$ cat config.mk
export PLATFORM = sky130hd
export DESIGN_NAME = apb_master
export DESIGN_NICKNAME = d
export VERILOG_FILES = /design/src/rtl/apb_pkg.sv /design/src/rtl/apb_master.sv
export SDC_FILE = /design/constraint.sdc
export NUM_CORES = 1
export LEC_CHECK = 0
export ABC_AREA = 1
export BUFFER_PORTS_ARGS = -buffer_cell sky130_fd_sc_hd__buf_2
export CAP_MARGIN = 20
export CELL_PAD_IN_SITES_DETAIL_PLACEMENT = 0
export CELL_PAD_IN_SITES_GLOBAL_PLACEMENT = 1
export CORE_MARGIN = 4
export CORE_UTILIZATION = 34
export DETAILED_ROUTE_END_ITERATION = 8
export HOLD_SLACK_MARGIN = 0.08
export PLACE_DENSITY = 0.82
export SLEW_MARGIN = 30
export SYNTH_ARGS = -nofsm -noshare
export SYNTH_HDL_FRONTEND = slang
export SYNTH_SLANG_ARGS = --single-unit
$ cat constraint.sdc
create_clock -name PCLK -period 2.4 [get_ports PCLK]
set_clock_uncertainty 0.2 [all_clocks]
set_input_delay 0.6 -clock PCLK [delete_from_list [all_inputs] [get_ports PCLK]]
set_output_delay 0.6 -clock PCLK [all_outputs]
set_load 0.01 [all_outputs]
$ cat src/rtl/apb_pkg.sv
// Shared types for the APB requester: FSM state encoding, default bus widths
// and the response bundle returned to the command-side initiator.
package apb_pkg;

  localparam int APB_ADDR_W = 32;
  localparam int APB_DATA_W = 32;

  typedef enum logic [1:0] {
    IDLE   = 2'd0,
    SETUP  = 2'd1,
    ACCESS = 2'd2,
    RESP   = 2'd3
  } apb_state_e;

  typedef struct packed {
    logic [APB_DATA_W-1:0] rdata;
    logic                  err;
    logic                  timeout;
  } apb_rsp_t;

endpackage

$ cat src/rtl/apb_master.sv
// APB requester: one command in flight, SETUP/ACCESS sequencing, PSLVERR
// propagation and a saturating wait-state watchdog that forces completion.
module apb_master
  import apb_pkg::*;
#(
  parameter int ADDR_WIDTH     = APB_ADDR_W,
  parameter int DATA_WIDTH     = APB_DATA_W,
  parameter int TIMEOUT_CYCLES = 16
) (
  input  logic                  PCLK,
  input  logic                  PRESETn,
  input  logic                  cmd_valid,
  output logic                  cmd_ready,
  input  logic                  cmd_write,
  input  logic [ADDR_WIDTH-1:0] cmd_addr,
  input  logic [DATA_WIDTH-1:0] cmd_wdata,
  output logic                  rsp_valid,
  input  logic                  rsp_ready,
  output logic [DATA_WIDTH-1:0] rsp_rdata,
  output logic                  rsp_err,
  output logic                  rsp_timeout,
  output logic                  PSEL,
  output logic                  PENABLE,
  output logic                  PWRITE,
  output logic [ADDR_WIDTH-1:0] PADDR,
  output logic [DATA_WIDTH-1:0] PWDATA,
  input  logic [DATA_WIDTH-1:0] PRDATA,
  input  logic                  PREADY,
  input  logic                  PSLVERR
);

  localparam int CNT_W = (TIMEOUT_CYCLES > 0) ? $clog2(TIMEOUT_CYCLES + 1) : 1;
  localparam logic [CNT_W-1:0] CNT_MAX = '1;

  apb_state_e            state_q, state_d;
  logic [ADDR_WIDTH-1:0] paddr_q, paddr_d;
  logic [DATA_WIDTH-1:0] pwdata_q, pwdata_d;
  logic                  pwrite_q, pwrite_d;
  logic [CNT_W-1:0]      wait_q, wait_d, wait_inc;
  apb_rsp_t              rsp_q, rsp_d;
  logic                  accept, timeout_hit;

  assign accept      = cmd_valid && cmd_ready;
  assign wait_inc    = (wait_q == CNT_MAX) ? wait_q : wait_q + CNT_W'(1);
  // wait_inc is the count including the current PREADY-low edge
  assign timeout_hit = (TIMEOUT_CYCLES != 0) && (wait_inc == CNT_W'(TIMEOUT_CYCLES));

  always_ff @(posedge PCLK or negedge PRESETn) begin
    if (!PRESETn) state_q <= IDLE;
    else          state_q <= state_d;
  end

  always_comb begin
    state_d = state_q;
    case (state_q)
      IDLE:    if (accept) state_d = SETUP;
      SETUP:   state_d = ACCESS;
      ACCESS:  if (PREADY || timeout_hit) state_d = RESP;
      RESP:    if (rsp_ready) state_d = IDLE;
      default: state_d = IDLE;
    endcase
  end

  always_comb begin
    cmd_ready = PRESETn && (state_q == IDLE);
    PSEL      = (state_q == SETUP) || (state_q == ACCESS);
    PENABLE   = (state_q == ACCESS);
    rsp_valid = (state_q == RESP);
  end

  always_comb begin
    paddr_d  = paddr_q;
    pwrite_d = pwrite_q;
    pwdata_d = pwdata_q;
    wait_d   = wait_q;
    rsp_d    = rsp_q;
    case (state_q)
      IDLE: if (accept) begin
        paddr_d  = cmd_addr;
        pwrite_d = cmd_write;
        pwdata_d = cmd_write ? cmd_wdata : '0;
      end
      SETUP: wait_d = '0;
      ACCESS: begin
        if (PREADY) begin
          rsp_d.rdata   = pwrite_q ? '0 : APB_DATA_W'(PRDATA);
          rsp_d.err     = PSLVERR;
          rsp_d.timeout = 1'b0;
        end else begin
          wait_d = wait_inc;
          if (timeout_hit) begin
            rsp_d.rdata   = '0;
            rsp_d.err     = 1'b1;
            rsp_d.timeout = 1'b1;
          end
        end
      end
      default: ;
    endcase
  end

  always_ff @(posedge PCLK or negedge PRESETn) begin
    if (!PRESETn) begin
      paddr_q  <= '0;
      pwrite_q <= 1'b0;
      pwdata_q <= '0;
      wait_q   <= '0;
      rsp_q    <= '0;
    end else begin
      paddr_q  <= paddr_d;
      pwrite_q <= pwrite_d;
      pwdata_q <= pwdata_d;
      wait_q   <= wait_d;
      rsp_q    <= rsp_d;
    end
  end

  assign PADDR       = paddr_q;
  assign PWRITE      = pwrite_q;
  assign PWDATA      = pwdata_q;
  assign rsp_rdata   = DATA_WIDTH'(rsp_q.rdata);
  assign rsp_err     = rsp_q.err;
  assign rsp_timeout = rsp_q.timeout;

endmodule

==> impl_results.html <==
<table>
<tr><th>Metric</th><th>Value</th></tr>
<tr><th colspan="2">Worst setup path</th></tr>
<tr><td>Setup slack, reg-to-reg</td><td>0.38 ns</td></tr>
<tr><td>Largest driver fanout on the critical path</td><td>4</td></tr>
<tr><td>Reg2Reg Depth</td><td>10</td></tr>
<tr><td>Source of the worst register-to-register timing path</td><td>wait_q[0]</td></tr>
<tr><td>Critical register-to-register path endpoint</td><td>rsp_rdata[31]</td></tr>
<tr><td>Critical Path Start Type</td><td>register</td></tr>
<tr><td>Kind of end point of the critical path</td><td>output port</td></tr>
<tr><td>Kind of critical path</td><td>reg2out</td></tr>
<tr><td>Data required time at the worst endpoint</td><td>1.60 ns</td></tr>
<tr><td>Data arrival at the endpoint of the critical path</td><td>1.39 ns</td></tr>
<tr><th colspan="2">Synth</th></tr>
<tr><td>Cells after Synth</td><td>506</td></tr>
<tr><td>Sequential area share after synthesis</td><td>57.4%</td></tr>
<tr><td>Synth Area per Inst</td><td>9.14 µm²</td></tr>
<tr><td>Post-synthesis sequential element count</td><td>106</td></tr>
<tr><td>Count of unique library cells instantiated by Yosys</td><td>22</td></tr>
<tr><td>Synthesized cell area</td><td>4620 µm²</td></tr>
<tr><td>Warning count from the yosys run</td><td>0</td></tr>
<tr><td>Number of nets in the synthesized netlist</td><td>614</td></tr>
<tr><th colspan="2">Detailed routing</th></tr>
<tr><td>Remaining DRCs</td><td>0</td></tr>
<tr><td>DRC marker count from the first detailed-route iteration</td><td>174</td></tr>
<tr><td>Routed via count</td><td>4099</td></tr>
<tr><td>Total wirelength of the detailed-routed design</td><td>12500 µm</td></tr>
<tr><td>Detailed-routing iteration count for the pre-antenna-repair pass</td><td>4</td></tr>
<tr><td>Detail-routed net length per standard cell</td><td>14.3 µm</td></tr>
<tr><td>Via density per instance</td><td>4.66</td></tr>
<tr><td>Remaining antenna violation count</td><td>0</td></tr>
<tr><th colspan="2">STA</th></tr>
<tr><td>Final critical-path required period</td><td>2.19 ns</td></tr>
<tr><td>Worst-case hold slack</td><td>0.175 ns</td></tr>
<tr><td>Final critical-path share of the clock period</td><td>91.1%</td></tr>
<tr><td>Worst Tran Pin Value</td><td>0.622 ns</td></tr>
<tr><td>Setup TNS after final layout</td><td>0 ns</td></tr>
<tr><td>Slew HR</td><td>58.6%</td></tr>
<tr><td>Setup repair after global routing missed its margin</td><td>no</td></tr>
<tr><td>Final Hold Vio Count</td><td>0</td></tr>
<tr><td>Achievable frequency</td><td>0.457 GHz</td></tr>
<tr><td>Slew Viols, Final</td><td>0</td></tr>
<tr><td>Final setup viols</td><td>0</td></tr>
<tr><th colspan="2">Clock tree</th></tr>
<tr><td>CTS Root Buffer Type</td><td>clkbuf_16</td></tr>
<tr><td>Clk_lat worst skew</td><td>0.34 ns</td></tr>
<tr><td>Clock transition time at the flip-flop clock pins of the worst setup and hold paths</td><td>0.07 ns</td></tr>
<tr><td>Cts repair resizes</td><td>0</td></tr>
<tr><td>Clock Tree Buf Depth</td><td>2</td></tr>
<tr><td>Clock tree from TritonCTS</td><td>yes</td></tr>
<tr><td>Number of buffers added to fix hold violations after cts</td><td>0</td></tr>
<tr><td>Clock Sinks</td><td>106</td></tr>
<tr><td>Buffer count from post-CTS setup fixing</td><td>0</td></tr>
<tr><td>Clock H-tree levels</td><td>3</td></tr>
<tr><td>Number of buffers inserted during clock tree synthesis</td><td>9</td></tr>
<tr><th colspan="2">Floorplan</th></tr>
<tr><td>Die Footprint</td><td>15500 µm²</td></tr>
<tr><td>Die Height</td><td>125 µm</td></tr>
<tr><td>I/O pin total</td><td>206</td></tr>
<tr><td>Number of core rows</td><td>42</td></tr>
<tr><td>Starting density of the core</td><td>34.8%</td></tr>
<tr><td>Die Span X</td><td>125 µm</td></tr>
<tr><td>Placeable core area</td><td>13300 µm²</td></tr>
<tr><th colspan="2">Placed design</th></tr>
<tr><td>Detailed placement HPWL</td><td>8890 µm</td></tr>
<tr><td>Count of port buffers added during placement</td><td>205</td></tr>
<tr><td>Placer congestion estimate</td><td>0.816</td></tr>
<tr><td>Post-Place Cells</td><td>863</td></tr>
<tr><th colspan="2">Finish</th></tr>
<tr><td>Area added between synthesis and finish</td><td>30.3%</td></tr>
<tr><td>Total Nets Final</td><td>806</td></tr>
<tr><td>Share of layout cells above drive strength 1</td><td>41.1%</td></tr>
<tr><td>Count of inserted antenna diode cells</td><td>0</td></tr>
<tr><td>Commonest non-fill, non-tap cell in the layout</td><td>nand2_1</td></tr>
<tr><td>Number of filler instances in the final layout</td><td>1321</td></tr>
<tr><td>Final Instance Count excl. Fillers</td><td>879</td></tr>
<tr><td>Commonest cells after routing, fill and taps aside</td><td>205 x nand2_1, 204 x buf_2, 106 x dfrtp_1</td></tr>
<tr><th colspan="2">Global route</th></tr>
<tr><td>GRT Residual Overflow</td><td>0</td></tr>
<tr><td>Vias in the first global route</td><td>4137</td></tr>
<tr><td>Number of antenna violations at the first check in global routing</td><td>0</td></tr>
<tr><td>Wire length of the first global-routing pass</td><td>20800 µm</td></tr>
<tr><td>GRT Util Overall</td><td>16.2%</td></tr>
<tr><td>Largest net degree at the start of global routing</td><td>107</td></tr>
<tr><th colspan="2">Power and ir drop</th></tr>
<tr><td>Leakage Power</td><td>3.50 nW</td></tr>
<tr><td>Pwr per Cell Area</td><td>1240 nW/µm²</td></tr>
<tr><td>Peak supply drop</td><td>538 µV</td></tr>
<tr><th colspan="2">Hold path</th></tr>
<tr><td>Kind of path behind the tightest hold check</td><td>in2async</td></tr>
<tr><th colspan="2">Job</th></tr>
<tr><td>MaxCap Viol Count</td><td>0</td></tr>
<tr><th colspan="2">Outcome</th></tr>
<tr><td>Status</td><td>finished, final reports clean</td></tr>
</table>
==> sequential cells by signal, indices dropped and copies added, names as in the netlist <==
signal and cells:
PWDATA 32, PADDR 32, rsp_timeout 1, rsp_rdata 32, wait_q 5, PWRITE 1, state_q 2, rsp_err 1
==> worst max-delay path: stages, from the launching register on <==
cell	delay (ns)
dfrtp_1	0.41
inv_1	0.08
ha_1	0.23
nand2_1	0.14
inv_1	0.05
buf_2	0.14
==> worst max path at each step <==
stage	depth (start not counted)	start	to
finish	5	state_q[0]	cmd_ready
global route	5	state_q[0]	cmd_ready
CTS	5	state_q[0]	cmd_ready
detailed placement	10	wait_q[1]	rsp_rdata[31]
global placement	11	wait_q[0]	rsp_rdata[23]
floorplan	12	wait_q[0]	rsp_rdata[22]
==> layer usage <==
metal / share of wire, % / global-route usage [%] / vias up
met4: 1.6 / 6.32 / 0
met3: 9.4 / 5.19 / 13
li1: - / - / 1995
met5: 0 / 0 / -
met1: 44 / 21.4 / 1902
met2: 45 / 24.9 / 189
==> per-stage QoR <==
stage               instance area (µm²)  setup slack, ns  utilization [%]  total power, mW
floorplan                          4620            0.611                -             4.80
global placement                   5720            0.476             43.0             5.96
detailed placement                 5720            0.383             43.0             6.04
CTS                                6030            0.175             45.3             7.56
global route                       6030           0.0884             45.3             8.05
finish                             6030            0.214             45.3             7.46
==> report_power, final <==
part	total [mW]	internal, mW	switching, mW
Clock	1.49	0.817	0.676
Sequential	3.06	2.58	0.487
Combinational	2.90	1.14	1.76
Total	7.46	4.54	2.92
==> Yosys cell counts <==
cell type / n / share of area (%)
o21ai_0: 5 / 0.54
a21oi_1: 1 / 0.11
or2_2: 2 / 0.27
clkbuf_8: 2 / 0.60
dlygate4sd1_1: 7 / 1.3
buf_12: 3 / 1.3
nor2_1: 2 / 0.16
nand2_4: 1 / 0.24
nand2_2: 50 / 6.8
nand4_1: 33 / 4.5
nand3_1: 42 / 4.5
buf_1: 4 / 0.32
buf_2: 5 / 0.54
nand2_8: 1 / 0.43
dfrtp_1: 106 / 57
clkbuf_1: 11 / 0.89
nor2_2: 3 / 0.41
ha_1: 5 / 1.4
a22oi_1: 1 / 0.16
inv_1: 16 / 1.3
nand2_1: 205 / 17
nand4_2: 1 / 0.27
==> kinds of logic after synthesis <==
logic type | count (synthesis) | share of synthesized area (%)
AOI/OAI and AO/OA | 7 | 0.812
and+or+nand+nor | 340 | 34.2
adders and majority gates | 5 | 1.35
DFF | 106 | 57.4
buffers and inverters | 48 | 6.28
==> area by class of cell <==
cell class / instances / area (µm²) / share of cell area (%)
Clock inverter: 7 / 77.6 / 1.29
Tap cell: 176 / 220 / 3.65
Clock buffer: 9 / 225 / 3.74
Inverter: 16 / 60.1 / 0.997
Multi-Input combinational cell: 352 / 1690 / 28.0
Sequential cell: 106 / 2650 / 44.0
Timing Repair Buffer: 213 / 1100 / 18.3
No activity file was read; power rests on OpenSTA's default activity.
